[config.mk]
export PLATFORM = sky130hd
export DESIGN_NAME = arm_boot_ctrl
export DESIGN_NICKNAME = d
export VERILOG_FILES = /design/src/rtl/arm_boot_ctrl.sv
export SDC_FILE = /design/constraint.sdc
export NUM_CORES = 1
export LEC_CHECK = 0
export ABC_CLOCK_PERIOD_IN_PS = 3500
export BUFFER_PORTS_ARGS = -buffer_cell sky130_fd_sc_hd__buf_2
export CAP_MARGIN = 25
export CORE_MARGIN = 10
export CORE_UTILIZATION = 50
export DETAILED_ROUTE_END_ITERATION = 10
export PLACE_DENSITY_LB_ADDON = 0.12
export REMOVE_ABC_BUFFERS = 1
export SYNTH_ARGS = -nofsm -noshare
export SYNTH_HDL_FRONTEND = slang
export SYNTH_SLANG_ARGS = --single-unit
[constraint.sdc]
create_clock -name clk -period 3.5 [get_ports clk]
set_input_delay 0.7 -clock clk [delete_from_list [all_inputs] [get_ports clk]]
set_output_delay 0.7 -clock clk [all_outputs]
set_load 0.01 [all_outputs]
[src/rtl/arm_boot_ctrl.sv]
// Boot-load sequencer for the arm core: receives a framed program over a byte stream,
// writes it into instruction memory, verifies an XOR checksum and then releases the core.
module arm_boot_ctrl #(
   parameter int             DEPTH     = 64,
   parameter int             ADDR_W    = 6,
   parameter logic [7:0]     SYNC_BYTE = 8'hA5
) (
   input  logic              clk,
   input  logic              reset,
   input  logic              rx_valid,
   input  logic [7:0]        rx_data,
   output logic              rx_ready,
   output logic              imem_we,
   output logic [ADDR_W-1:0] imem_addr,
   output logic [31:0]       imem_wdata,
   output logic              cpu_reset,
   output logic              busy,
   output logic              done,
   output logic              err
);

   typedef enum logic [2:0] {
      S_IDLE, S_LEN_LO, S_LEN_HI, S_DATA, S_WRITE, S_CSUM, S_RUN, S_ERROR
   } state_t;

   localparam logic [15:0] DEPTH_W = 16'(DEPTH);

   state_t            r_state;
   state_t            w_next;
   logic [7:0]        r_len_lo;
   logic [15:0]       r_len;
   logic [ADDR_W:0]   r_index;
   logic [1:0]        r_byte_cnt;
   logic [7:0]        r_csum;
   logic [23:0]       r_word;
   logic              r_imem_we;
   logic [ADDR_W-1:0] r_imem_addr;
   logic [31:0]       r_imem_wdata;
   logic              r_cpu_reset;

   logic              w_accept;
   logic [15:0]       w_len;
   logic [ADDR_W:0]   w_index_inc;
   logic              w_last_word;

   assign rx_ready    = (r_state != S_WRITE);
   assign w_accept    = rx_valid && rx_ready;
   assign w_len       = {rx_data, r_len_lo};
   assign w_index_inc = r_index + 1'b1;
   assign w_last_word = (16'(w_index_inc) == r_len);

   always_ff @(posedge clk or posedge reset) begin
      if (reset) r_state <= S_IDLE;
      else       r_state <= w_next;
   end

   // NOTE: w_next gets its default before the case so no path leaves it unassigned (no latch).
   always_comb begin
      w_next = r_state;
      case (r_state)
         S_IDLE:   if (w_accept && rx_data == SYNC_BYTE) w_next = S_LEN_LO;
         S_LEN_LO: if (w_accept) w_next = S_LEN_HI;
         S_LEN_HI: if (w_accept) begin
            if (w_len > DEPTH_W)   w_next = S_ERROR;
            else if (w_len == '0)  w_next = S_CSUM;
            else                   w_next = S_DATA;
         end
         S_DATA:   if (w_accept && r_byte_cnt == 2'd3) w_next = S_WRITE;
         S_WRITE:  w_next = w_last_word ? S_CSUM : S_DATA;
         S_CSUM:   if (w_accept) w_next = (rx_data == r_csum) ? S_RUN : S_ERROR;
         S_RUN, S_ERROR:
                   if (w_accept && rx_data == SYNC_BYTE) w_next = S_LEN_LO;
         default:  w_next = S_IDLE;
      endcase
   end

   // NOTE: sequential state uses non-blocking assignments so every register samples pre-edge values.
   always_ff @(posedge clk or posedge reset) begin
      if (reset) begin
         r_len_lo     <= '0;
         r_len        <= '0;
         r_index      <= '0;
         r_byte_cnt   <= '0;
         r_csum       <= '0;
         r_word       <= '0;
         r_imem_we    <= 1'b0;
         r_imem_addr  <= '0;
         r_imem_wdata <= '0;
         r_cpu_reset  <= 1'b1;
      end else begin
         r_imem_we   <= 1'b0;
         r_cpu_reset <= (w_next != S_RUN);
         case (r_state)
            S_LEN_LO: if (w_accept) r_len_lo <= rx_data;
            S_LEN_HI: if (w_accept) begin
               r_len      <= w_len;
               r_index    <= '0;
               r_byte_cnt <= '0;
               r_csum     <= '0;
            end
            S_DATA: if (w_accept) begin
               r_csum     <= r_csum ^ rx_data;
               r_byte_cnt <= r_byte_cnt + 2'd1;
               case (r_byte_cnt)
                  2'd0: r_word[7:0]   <= rx_data;
                  2'd1: r_word[15:8]  <= rx_data;
                  2'd2: r_word[23:16] <= rx_data;
                  default: begin
                     // Final byte goes straight into the write word so the strobe lands in WRITE.
                     r_imem_we    <= 1'b1;
                     r_imem_addr  <= r_index[ADDR_W-1:0];
                     r_imem_wdata <= {rx_data, r_word};
                  end
               endcase
            end
            S_WRITE: r_index <= w_index_inc;
            default: ;
         endcase
      end
   end

   assign imem_we    = r_imem_we;
   assign imem_addr  = r_imem_addr;
   assign imem_wdata = r_imem_wdata;
   assign cpu_reset  = r_cpu_reset;
   assign busy       = (r_state inside {S_LEN_LO, S_LEN_HI, S_DATA, S_WRITE, S_CSUM});
   assign done       = (r_state == S_RUN);
   assign err        = (r_state == S_ERROR);

endmodule

Yosys cells after proc, flatten, opt, wreduce, memory -nomap -nowiden
Cells that the tools add are included.
{ "classes": {"reduce_logical": 19, "n_mux": 21, "shifts": 0, "magnitude_cmp": 1, "mul": 0, "n_bitwise": 2, "eq_ne": 17, "n_div": 0, "add_sub_neg": 2} }
{ "ops": {"columns": ["cell", "n"], "rows": [
  ["2-to-1 mux 3 bit", 8],
  ["case mux 3 bit (6 select lines)", 1],
  ["equality test 7 x 16 -> 1 bit", 1],
  ["> comparator 16 x 7 -> 1 bit (second input constant)", 1],
  ["logical NOT 16 bit", 1],
  ["2-to-1 mux 8 bit", 2],
  ["case mux 8 bit (2 select lines)", 1],
  ["AND reduction 3 bit", 5],
  ["case mux 7 bit (2 select lines)", 1],
  ["equality test 3 bit (second input constant)", 4],
  ["equality test 8 bit", 1],
  ["equality test 8 bit (second input constant)", 1],
  ["bitwise XOR 8 bit", 1],
  ["adder 7 x 1 -> 7 bit (second input constant)", 1],
  ["2-to-1 mux 7 bit", 1],
  ["equality test 3 x 2 -> 1 bit (second input constant)", 2],
  ["inequality test 3 bit (second input constant)", 2],
  ["AND reduction 2 bit", 3],
  ["OR reduction 3 bit", 2],
  ["nonzero test 5 bit", 1],
  ["equality test 2 bit (second input constant)", 2],
  ["2-to-1 mux 1 bit", 4],
  ["2-to-1 mux 2 bit", 2],
  ["inequality test 2 bit (second input constant)", 2],
  ["other kinds (9)", 12]
]} }
{ "word_totals": {"mem_bits_rw": 0, "mem_bits_ro": 0, "output_inout_bits": 44, "latch_bits": 0, "in_bits": 11, "elab_cells": 75, "register_bits": 108, "memories": 0} }

Longest topological paths before layout
Gate-level depths: netlist of run 1.
{ "logic_depth": {"ltp_word": 6, "depth_mapped": 7, "ltp_nobuf": 6} }

Worst setup path before layout of run 1
Ideal clock, no wire load.
{ "synth_timing": {"path_kind": "input to register", "from": "in rx_data[1]", "to": "reg r_state[1]", "arrival_ps": 2010, "path_stages": 6, "path_buffers": 1, "slack_ps": 1362, "required_time_ps": 3372, "setup_ps": 128, "path_cell_list": "buf_4 > or4_4 > nor3_2 > nand4bb_1 > a221oi_2 > nand2_1"} }
{ "synth_between": {"elab_chain_cells": 5, "elab_cells_between_ends": 9, "classes_between": "order compare: 1; eq/ne: 1; mux: 5; reduce/logical: 2"} }
{ "synth_lines": {"columns": ["element", "line", "text"], "rows": [
  ["from (decl)", "11", "input logic [7:0] rx_data,"],
  ["parallel branches: the longest is 4 deep, another holds > comparator 16 x 7 -> 1 bit", null, null],
  ["case mux 3 bit (6 select lines) *", "60", "case (r_state)"],
  ["named net w_next[1]", "29", "state_t w_next;"],
  ["to (signal assigned)", "54", "else r_state <= w_next;"],
  ["to (decl)", "28", "state_t r_state;"]
]} }
Mark *: on every way through the listed nets, which the timed path passes.
A chain may end at the register's enable or synchronous reset.

Final worst setup path of run 1
{ "layout_timing": {"from": "reg r_state[0]", "to": "out rx_ready"} }
{ "layout_between": {"elab_chain_cells": 1} }
{ "layout_lines": {"columns": ["element", "line", "text"], "rows": [
  ["inequality test 3 bit", "46", "assign rx_ready = (r_state != S_WRITE);"],
  ["to (decl)", "12", "output logic rx_ready,"]
]} }
Every way passes these cells.

==> impl_metrics.ini, run 1 <==
[outcome]
status = completed

[run]
cap_violations = 0

[drt]
dr.pass1.iters = 4
drc = 0
vias = 2958
drtIter0Drc = 168
wire_per_inst_um = 17.50
viasPerCell = 5.349
ant_nets = 0
wirelength_um = 9677

[sta]
fin_crit_ps = 2517
setup_tns_ps = 0
report.final.slew_viol_count = 0
setup_viol = 0
worst_slack_ps = 982.8
hold_ws_ps = 461.8
fmax_mhz = 397.3
slew-limit-headroom = 0.4901
worst_pin_slew_ps = 764.8
timing.final.crit_share = 0.7192
hold_viol = 0
rsz0062_at_grt = no
fin_skew_ps = 8.756

[die]
io_pins = 55
rows = 35
die_w_um = 117.7
dieArea_um2 = 13860
chipHeight_um = 117.7
start_util = 0.5146
coreArea_um2 = 9284

[cts]
clk_pin_slew_worst_paths_ps = 100
numClockSinks = 108
cts_resized = 0
tritoncts = yes
clock-root-buffer = clkbuf_8
cts_setup_buffers = 0
htree_levels = 3
cts-buffers-inserted = 9
clk_latency_ps = 370
ctsHoldBuffers = 0
cts_buffer_depth = 2

[min_path]
hold_class = primary input to async pin

[power_and_ir_drop]
pwr-share-seq = 0.487
clkPwrFrac = 0.189
p_sw_frac = 0.3294
ir_worst_vdd_v = 0.0005762
powerDensity_nw_per_um2 = 809.9
intPower_mw = 2.912
p_leak_nw = 2.586
power_frac_comb = 0.324
p_total_mw = 4.342
p_switching_mw = 1.430

[global_route]
grt_pass1_wl_um = 16050
met1_usage = 0.1850
grt_antenna_before_repair = 0
grt_pass1_vias = 3018
grtUsageMet3 = 0.04269
grt_use_total = 0.1425
grtUsageMet2 = 0.2231
grt_max_degree = 61
busiest_layer = met2
grt-ovfl-total = 0

[final_layout]
nets = 436
layout-drive-gt1-share = 0.4033
syn_to_final_growth_pct = 12.23
final_cell_area_um2 = 5361
mostFrequentLayoutCell = dfrtp_1
diodes = 0
final_cell_mix = 107 x dfrtp_1, 87 x mux2_2, 54 x buf_2

[critical_path]
critPathArrivalTime_ps = 1820
start_kind = flip-flop
critPathKind = flip-flop to output port
required_ps = 2800
cp-end-kind = output port
path_max_fanout = 17

[yosys]
synth_area_leader_cell = dfrtp_1
synth_seq_area_share = 0.5660
synth.area.top_cells = dfrtp_1 56%, mux2_2 21%, o21ai_0 2.7%, nand2_1 2.4%, xnor2_1 2.0%
synthesis.area_um2 = 4777
ys_seq_elements = 108
synth_ff_type = dfrtp_1
syn-instance-count = 374
synth_edf_count = 0
ys.warnings.count = 0
ys_async_sr_fraction = 1.000
synth.distinct_cells = 47
synth_top_area_frac = 0.5605
avgSynthCellArea_um2 = 12.77

[place]
place_ws_ps = 954.3
dpl_cell_area_um2 = 5126
numPortBuffers = 54
place_hpwl_um = 6402
place_congestion = 0.7384
## worst max-delay path: stages (launching register included)
cell	delay, ps
dfrtp_1	390
buf_4	190
or3b_2	660
buf_2	210
## sequential cells by signal, summed over array words and instances (netlist names), 2 cells and up
signal / cells
imem_addr: 6
r_index: 7
r_state: 3
r_len: 16
r_len_lo: 8
r_byte_cnt: 2
imem_wdata: 32
r_word: 24
r_csum: 8
## logic make-up after synthesis
logic type                 count (synthesis)  share of synthesized area
buffers and inverters                     32                    0.03195
AOI/OAI and AO/OA                         45                    0.05736
and+or+nand+nor                           78                    0.09062
muxes                                     88                     0.2072
xor gates and xnor gates                  17                    0.03117
DFF                                      108                     0.5660
adders and majority gates                  6                    0.01571
## worst paths after layout
path                       startpoint           to  slack [ps]  depth (start not counted)
max in group asynchronous       reset  r_len_lo[0]        2300                          3
max reg2reg                r_state[1]    cpu_reset        1240                          5
min reg2reg                 r_word[9]    r_word[9]         500                          1
max                        r_state[0]     rx_ready         980                          3
min in group clk            r_word[9]    r_word[9]         500                          1
min                             reset   r_state[1]         460                          2
## layer usage
layer	up-vias	share of wire
met4	0	0.012
met5	-	0
met3	9	0.037
li1	1403	-
met2	52	0.47
met1	1494	0.48
## area by class of cell
cell class,count,area [um2]
sequential,108,2704
fill,838,3923
tap,129,161.4
clock buffer,10,127.6
timing repair buffer,58,325.3
multi-input combinational,234,1923
clock inverter,6,87.58
inverter,8,32.53
## cell usage after synthesis (2+ instances only)
library cell,number
buf_2,10
and3_1,4
inv_1,8
dfrtp_1,107
a21oi_1,5
xor2_1,6
o22ai_1,3
clkbuf_1,9
nor4_1,4
ha_1,6
xnor2_1,11
buf_4,3
mux2_2,87
nor2_1,6
nand3_1,6
o21ai_0,26
nor3_2,2
nand2b_1,7
or3_1,2
or4_1,2
nor3_1,3
nor2b_1,3
nand2_1,30
## per-stage QoR
| step | utilization | instances |
|---|---|---|
| floorplan | - | 350 |
| global placement | 0.5522 | 536 |
| detailed placement | 0.5522 | 536 |
| CTS | 0.5753 | 552 |
| global route | 0.5775 | 553 |
| finish | 0.5775 | 553 |
## power groups by stage
| stage | clock network, mW | logic [mW] | registers, mW |
|---|---|---|---|
| floorplan | 0 | 0.935 | 2.14 |
| global placement | 0 | 1.38 | 2.12 |
| detailed placement | 0 | 1.43 | 2.14 |
| CTS | 0.852 | 1.43 | 2.12 |
| global route | 0.898 | 1.56 | 2.20 |
| finish | 0.820 | 1.41 | 2.12 |
Note: power is estimated with default switching activity, not from simulation.
==> run 2: changes to the inputs <==
--- a/config.mk
+++ b/config.mk
@@ -5,7 +5,8 @@
 export SDC_FILE = /design/constraint.sdc
 export NUM_CORES = 1
 export LEC_CHECK = 0
-export ABC_CLOCK_PERIOD_IN_PS = 3500
+export ABC_AREA = 1
+export ABC_CLOCK_PERIOD_IN_PS = 2500
 export BUFFER_PORTS_ARGS = -buffer_cell sky130_fd_sc_hd__buf_2
 export CAP_MARGIN = 25
 export CORE_MARGIN = 10
==> constraint.sdc (replaced) <==
create_clock -name clk -period 2.5 [get_ports clk]
set_input_delay 0.5 -clock clk [delete_from_list [all_inputs] [get_ports clk]]
set_output_delay 0.5 -clock clk [all_outputs]
set_load 0.01 [all_outputs]
==> run 2 against run 1 <==
Clock skew rose by 4.4 ps. Combinational power is 45% higher. Cell area down 1.8%. Global-route usage rose by 1.7 points. Via count rose by 22%. Routed wire length is 3.8% higher. First-iteration DRC count is 32% higher. Clock-buffer cell count decreased by 1. Final cell count rose by 27%. Critical path type is now flip-flop to flip-flop. Die area decreased by 2.0%.
==> impl_metrics.ini, run 2 <==
[drt]
viasPerCell = 5.123
dr.pass1.iters = 5
ant_nets = 0
wirelength_um = 10050
drc = 0
wire_per_inst_um = 14.25
drtIter0Drc = 222
vias = 3612

[final_layout]
mostFrequentLayoutCell = nand2_1
largest_reg_flops = 32
final_cell_mix = 193 x nand2_1, 107 x dfrtp_1, 54 x buf_2
layout-drive-gt1-share = 0.1616
nets = 606
finalNonFillerCells = 705
syn_to_final_growth_pct = 12.99
diodes = 0
final_cell_area_um2 = 5268
fill_cells = 861

[global_route]
met1_usage = 0.2302
grt_pass1_vias = 3485
grt_pass1_wl_um = 17350
grtUsageMet3 = 0.03338
grt-ovfl-total = 0
grt_max_degree = 46
grt_use_total = 0.1591
busiest_layer = met1
grtUsageMet2 = 0.2296
grt_antenna_before_repair = 0

[critical_path]
cp-end-kind = flip-flop
timing.rr.end = imem_wdata[10]
rrSetupSlack_ps = 470
path_max_fanout = 25
critPathArrivalTime_ps = 2360
required_ps = 2830
reg2reg_from = r_state[2]
critPathKind = flip-flop to flip-flop
start_kind = flip-flop
crit_start = r_state[2]
critPathCapture = imem_wdata[10]
r2r_cells = 7

[die]
start_util = 0.5094
die_w_um = 116.6
dieArea_um2 = 13590
coreArea_um2 = 9153
chipHeight_um = 116.6
rows = 35
io_pins = 55

[cts]
clk_latency_ps = 380
cts_resized = 0
cts-buffers-inserted = 9
htree_levels = 3
tritoncts = yes
clock-root-buffer = clkbuf_8
cts_buffer_depth = 2
numClockSinks = 108
cts_setup_buffers = 0
clk_pin_slew_worst_paths_ps = 120
ctsHoldBuffers = 0

[yosys]
synth_edf_count = 0
synth_fa_ha_area_frac = 0.01610
synth_area_leader_cell = dfrtp_1
synth_xor_area_frac = 0.01503
synth.distinct_cells = 28
synth-simple-area-share = 0.2381
ys_seq_elements = 108
ys.warnings.count = 0
synth.area.top_cells = dfrtp_1 57%, nand2_1 16%, o21ai_0 5.2%, inv_1 3.8%, o21ai_1 2.9%
synth_top_family_by_area = simple AND/OR/NAND/NOR gates
synth_ff_type = dfrtp_1
synth_commonest_cells = 193 x nand2_1, 107 x dfrtp_1, 48 x o21ai_0
synthMuxAreaShare = 0
syn-instance-count = 533
ys_async_sr_fraction = 1.000
synth_compound_area_frac = 0.09367
synthesis.area_um2 = 4662
synth_seq_area_share = 0.5800
avgSynthCellArea_um2 = 8.747
synth_top_area_frac = 0.5743
post-synth-top-count-cell = nand2_1

[sta]
fin_crit_ps = 2034
rsz0062_at_grt = no
worst_pin_slew_ps = 565.6
slew-limit-headroom = 0.6230
fin_skew_ps = 13.17
fmax_mhz = 491.8
report.final.slew_viol_count = 0
setup_tns_ps = 0
hold_ws_ps = 179.2
hold_viol = 0
timing.final.crit_share = 0.8134
setup_viol = 0

[run]
cap_violations = 0

[outcome]
status = completed

[place]
dpl_cell_area_um2 = 5051
numPortBuffers = 54
place_inst = 689
place_congestion = 0.8449
place_hpwl_um = 7364

[power_and_ir_drop]
p_total_mw = 6.131
p_leak_nw = 2.785
powerDensity_nw_per_um2 = 1164
ir_worst_vdd_v = 0.0005963

[min_path]
hold_class = primary input to async pin
run 2: area by class of cell:
cell class | count | area, um2 | area share
Multi-Input combinational cell | 359 | 1692 | 0.3211
Clock inverter | 7 | 92.59 | 0.01758
Inverter | 53 | 203.9 | 0.03872
Tap cell | 111 | 138.9 | 0.02637
Timing Repair Buffer | 58 | 312.8 | 0.05938
Sequential cell | 108 | 2704 | 0.5133
Clock buffer | 9 | 123.9 | 0.02352
run 2: worst min path at each step:
stage	start	endpoint	slack, ps
finish	reset	imem_addr[0]	180
global route	reset	r_word[3]	220
CTS	reset	r_word[15]	190
detailed placement	r_word[13]	imem_wdata[13]	450
global placement	r_word[0]	imem_wdata[0]	450
floorplan	r_word[0]	imem_wdata[0]	440
run 2: critical path: stages (launching register included):
cell,delay (ps)
dfrtp_1,470
nor2_1,150
nand2_2,210
nor2_4,260
nand2_2,280
inv_2,420
nand2_1,100
nand2_1,80
run 2: routing by layer:
| layer | share of wire | up-vias |
|---|---|---|
| met2 | 0.43 | 86 |
| met1 | 0.49 | 1703 |
| met3 | 0.063 | 12 |
| met5 | 0 | - |
| li1 | - | 1811 |
| met4 | 0.015 | 0 |
run 2: logic make-up after synthesis:
| family | after synthesis |
|---|---|
| AND/OR/NAND/NOR | 260 |
| flip-flops | 108 |
| AO/OA/AOI/OAI | 85 |
| buffers and inverters | 66 |
| XOR/XNOR | 8 |
| adder cells (fa/ha/maj) | 6 |
run 2: stage by stage:
| stage | util | worst slack (ps) |
|---|---|---|
| finish | 0.5755 | 466.5 |
| global route | 0.5755 | 211.1 |
| CTS | 0.5755 | 437.0 |
| detailed placement | 0.5519 | 436.0 |
| global placement | 0.5519 | 559.6 |
| floorplan | - | -843.9 |
run 2: power breakdown:
part | total, mW | internal [mW] | switching [mW] | leakage [nW]
clock network | 1.14 | 0.490 | 0.654 | 0.109
registers | 2.95 | 2.48 | 0.469 | 1.41
logic | 2.04 | 0.792 | 1.24 | 1.27
total | 6.13 | 3.76 | 2.37 | 2.79
==> run 3: changes to the inputs <==
--- a/config.mk
+++ b/config.mk
@@ -6,7 +6,7 @@
 export NUM_CORES = 1
 export LEC_CHECK = 0
 export ABC_AREA = 1
-export ABC_CLOCK_PERIOD_IN_PS = 2500
+export ABC_CLOCK_PERIOD_IN_PS = 1900
 export BUFFER_PORTS_ARGS = -buffer_cell sky130_fd_sc_hd__buf_2
 export CAP_MARGIN = 25
 export CORE_MARGIN = 10
==> constraint.sdc (replaced) <==
create_clock -name clk -period 1.9 [get_ports clk]
set_input_delay 0.38 -clock clk [delete_from_list [all_inputs] [get_ports clk]]
set_output_delay 0.38 -clock clk [all_outputs]
set_load 0.01 [all_outputs]
==> run 3 against run 2 <==
Routed wire length increased by 3.9%. Die area stayed put. Clock power is 23% higher. Sequential share of layout area down 0.64 points. Worst hold slack got worse by 130 ps. Power increased by 31%. Non-clock buffer count rose by 11. Combinational power up 37%. Sequential power grew 31%. Critical path depth is 4 lower. Cell area is 1.4% higher. Register-to-register slack got worse by 260 ps. Largest power group unchanged.
==> impl_metrics.ini, run 3 (synthesis results as in run 2) <==
[outcome]
status = completed

[global_route]
grt_pass1_vias = 3652
grt_pass1_wl_um = 17800
grtUsageMet3 = 0.03493
met1_usage = 0.2209
grt_use_total = 0.1643
grt-ovfl-total = 0
busiest_layer = met2
grtUsageMet2 = 0.2587
grt_antenna_before_repair = 0
grt_max_degree = 53

[cts]
clock-root-buffer = clkbuf_8
clk_latency_ps = 370
clk_pin_slew_worst_paths_ps = 110
tritoncts = yes
cts_buffer_depth = 2
htree_levels = 3
numClockSinks = 108
cts-buffers-inserted = 9

[final_layout]
syn_to_final_growth_pct = 14.52
diodes = 0
layout-drive-gt1-share = 0.1818
fin_util = 0.5833
nets = 617
final_cell_mix = 193 x nand2_1, 105 x dfrtp_1, 54 x buf_2
mostFrequentLayoutCell = nand2_1
largest_reg_flops = 32

[drt]
vias = 3655
ant_nets = 0
viasPerCell = 5.105
dr.pass1.iters = 4
drc = 0
wirelength_um = 10440
wire_per_inst_um = 14.58
drtIter0Drc = 209

[sta]
hold_viol = 0
worst_slack_ps = 135.4
rsz0062_at_grt = no
fin_skew_ps = 14.35
fmax_mhz = 566.7
timing.final.crit_share = 0.9288
hold_ws_ps = 50.95
fin_crit_ps = 1765
setup_viol = 0
report.final.slew_viol_count = 0
slew-limit-headroom = 0.6426
worst_pin_slew_ps = 536.1

[place]
place_ws_ps = 152.6
place_congestion = 0.8061
numPortBuffers = 54
place_hpwl_um = 7713

[die]
start_util = 0.5094
chipHeight_um = 116.6
io_pins = 55
coreArea_um2 = 9153
die_w_um = 116.6
rows = 35
dieArea_um2 = 13590

[min_path]
hold_class = primary input to async pin

[critical_path]
critPathKind = flip-flop to output port
path_max_fanout = 8
timing.rr.end = cpu_reset
rrSetupSlack_ps = 210
cp-end-kind = output port
critPathArrivalTime_ps = 1380
required_ps = 1520
reg2reg_from = r_index[0]
start_kind = flip-flop
r2r_cells = 10

[power_and_ir_drop]
p_leak_nw = 2.830
intPower_mw = 4.918
ir_worst_vdd_v = 0.0007740
powerDensity_nw_per_um2 = 1510
p_switching_mw = 3.141
clkPwrFrac = 0.174
p_sw_frac = 0.3897
power_frac_comb = 0.347
p_total_mw = 8.059
pwr-share-seq = 0.480

[run]
cap_violations = 0
-- run 3: worst max path at each step --
stage	slack [ps]	to	from
2_1_floorplan	-1320	imem_addr[0]	reset
3_3_place_gp	160	cpu_reset	r_index[0]
3_5_place_dp	150	cpu_reset	r_index[0]
4_1_cts	130	rx_ready	r_state[0]
5_1_grt	20	busy	r_state[2]
6_report	140	rx_ready	r_state[0]
-- run 3: layer usage --
layer | part of all wire | vias up
met5 | 0 | -
met4 | 0.010 | 0
met3 | 0.055 | 8
li1 | - | 1823
met2 | 0.47 | 79
met1 | 0.46 | 1745
-- run 3: final cells by class --
cell class | count | area [um2]
multi-input combinational | 359 | 1694
timing repair buffer | 69 | 395.4
inverter | 53 | 203.9
sequential | 108 | 2706
tap | 111 | 138.9
fill | 888 | 3814
clock buffer | 10 | 137.6
clock inverter | 6 | 62.56
-- run 3: power groups by stage --
| stage | Sequential, mW | Clock [mW] | Combinational, mW |
|---|---|---|---|
| 6_report | 3.86 | 1.40 | 2.80 |
| 5_1_grt | 4.00 | 1.53 | 3.27 |
| 4_1_cts | 3.87 | 1.44 | 2.82 |
| 3_5_place_dp | 3.92 | 0 | 2.81 |
| 3_3_place_gp | 3.89 | 0 | 2.71 |
| 2_1_floorplan | 3.96 | 0 | 1.76 |
-- run 3: worst max-delay path, cell delays in order (launching register included) --
cell and delay (ps):
dfrtp_1 510, nor2_2 220, nand2_4 130, buf_2 170
-- run 3: timing repair --
item,in CTS,in global routing
setup buffers,0,2
setup endpoints to repair,0,3
gates resized for setup,0,3
hold buffers,0,0
-- run 3: per-stage QoR --
step	instance area, um2	setup TNS (ps)	cells
after CTS	5319	0	714
after detailed placement	5119	0	698
after global routing	5339	0	716
final	5339	0	716
after global placement	5119	0	698
after floorplan	4597	-143880	520
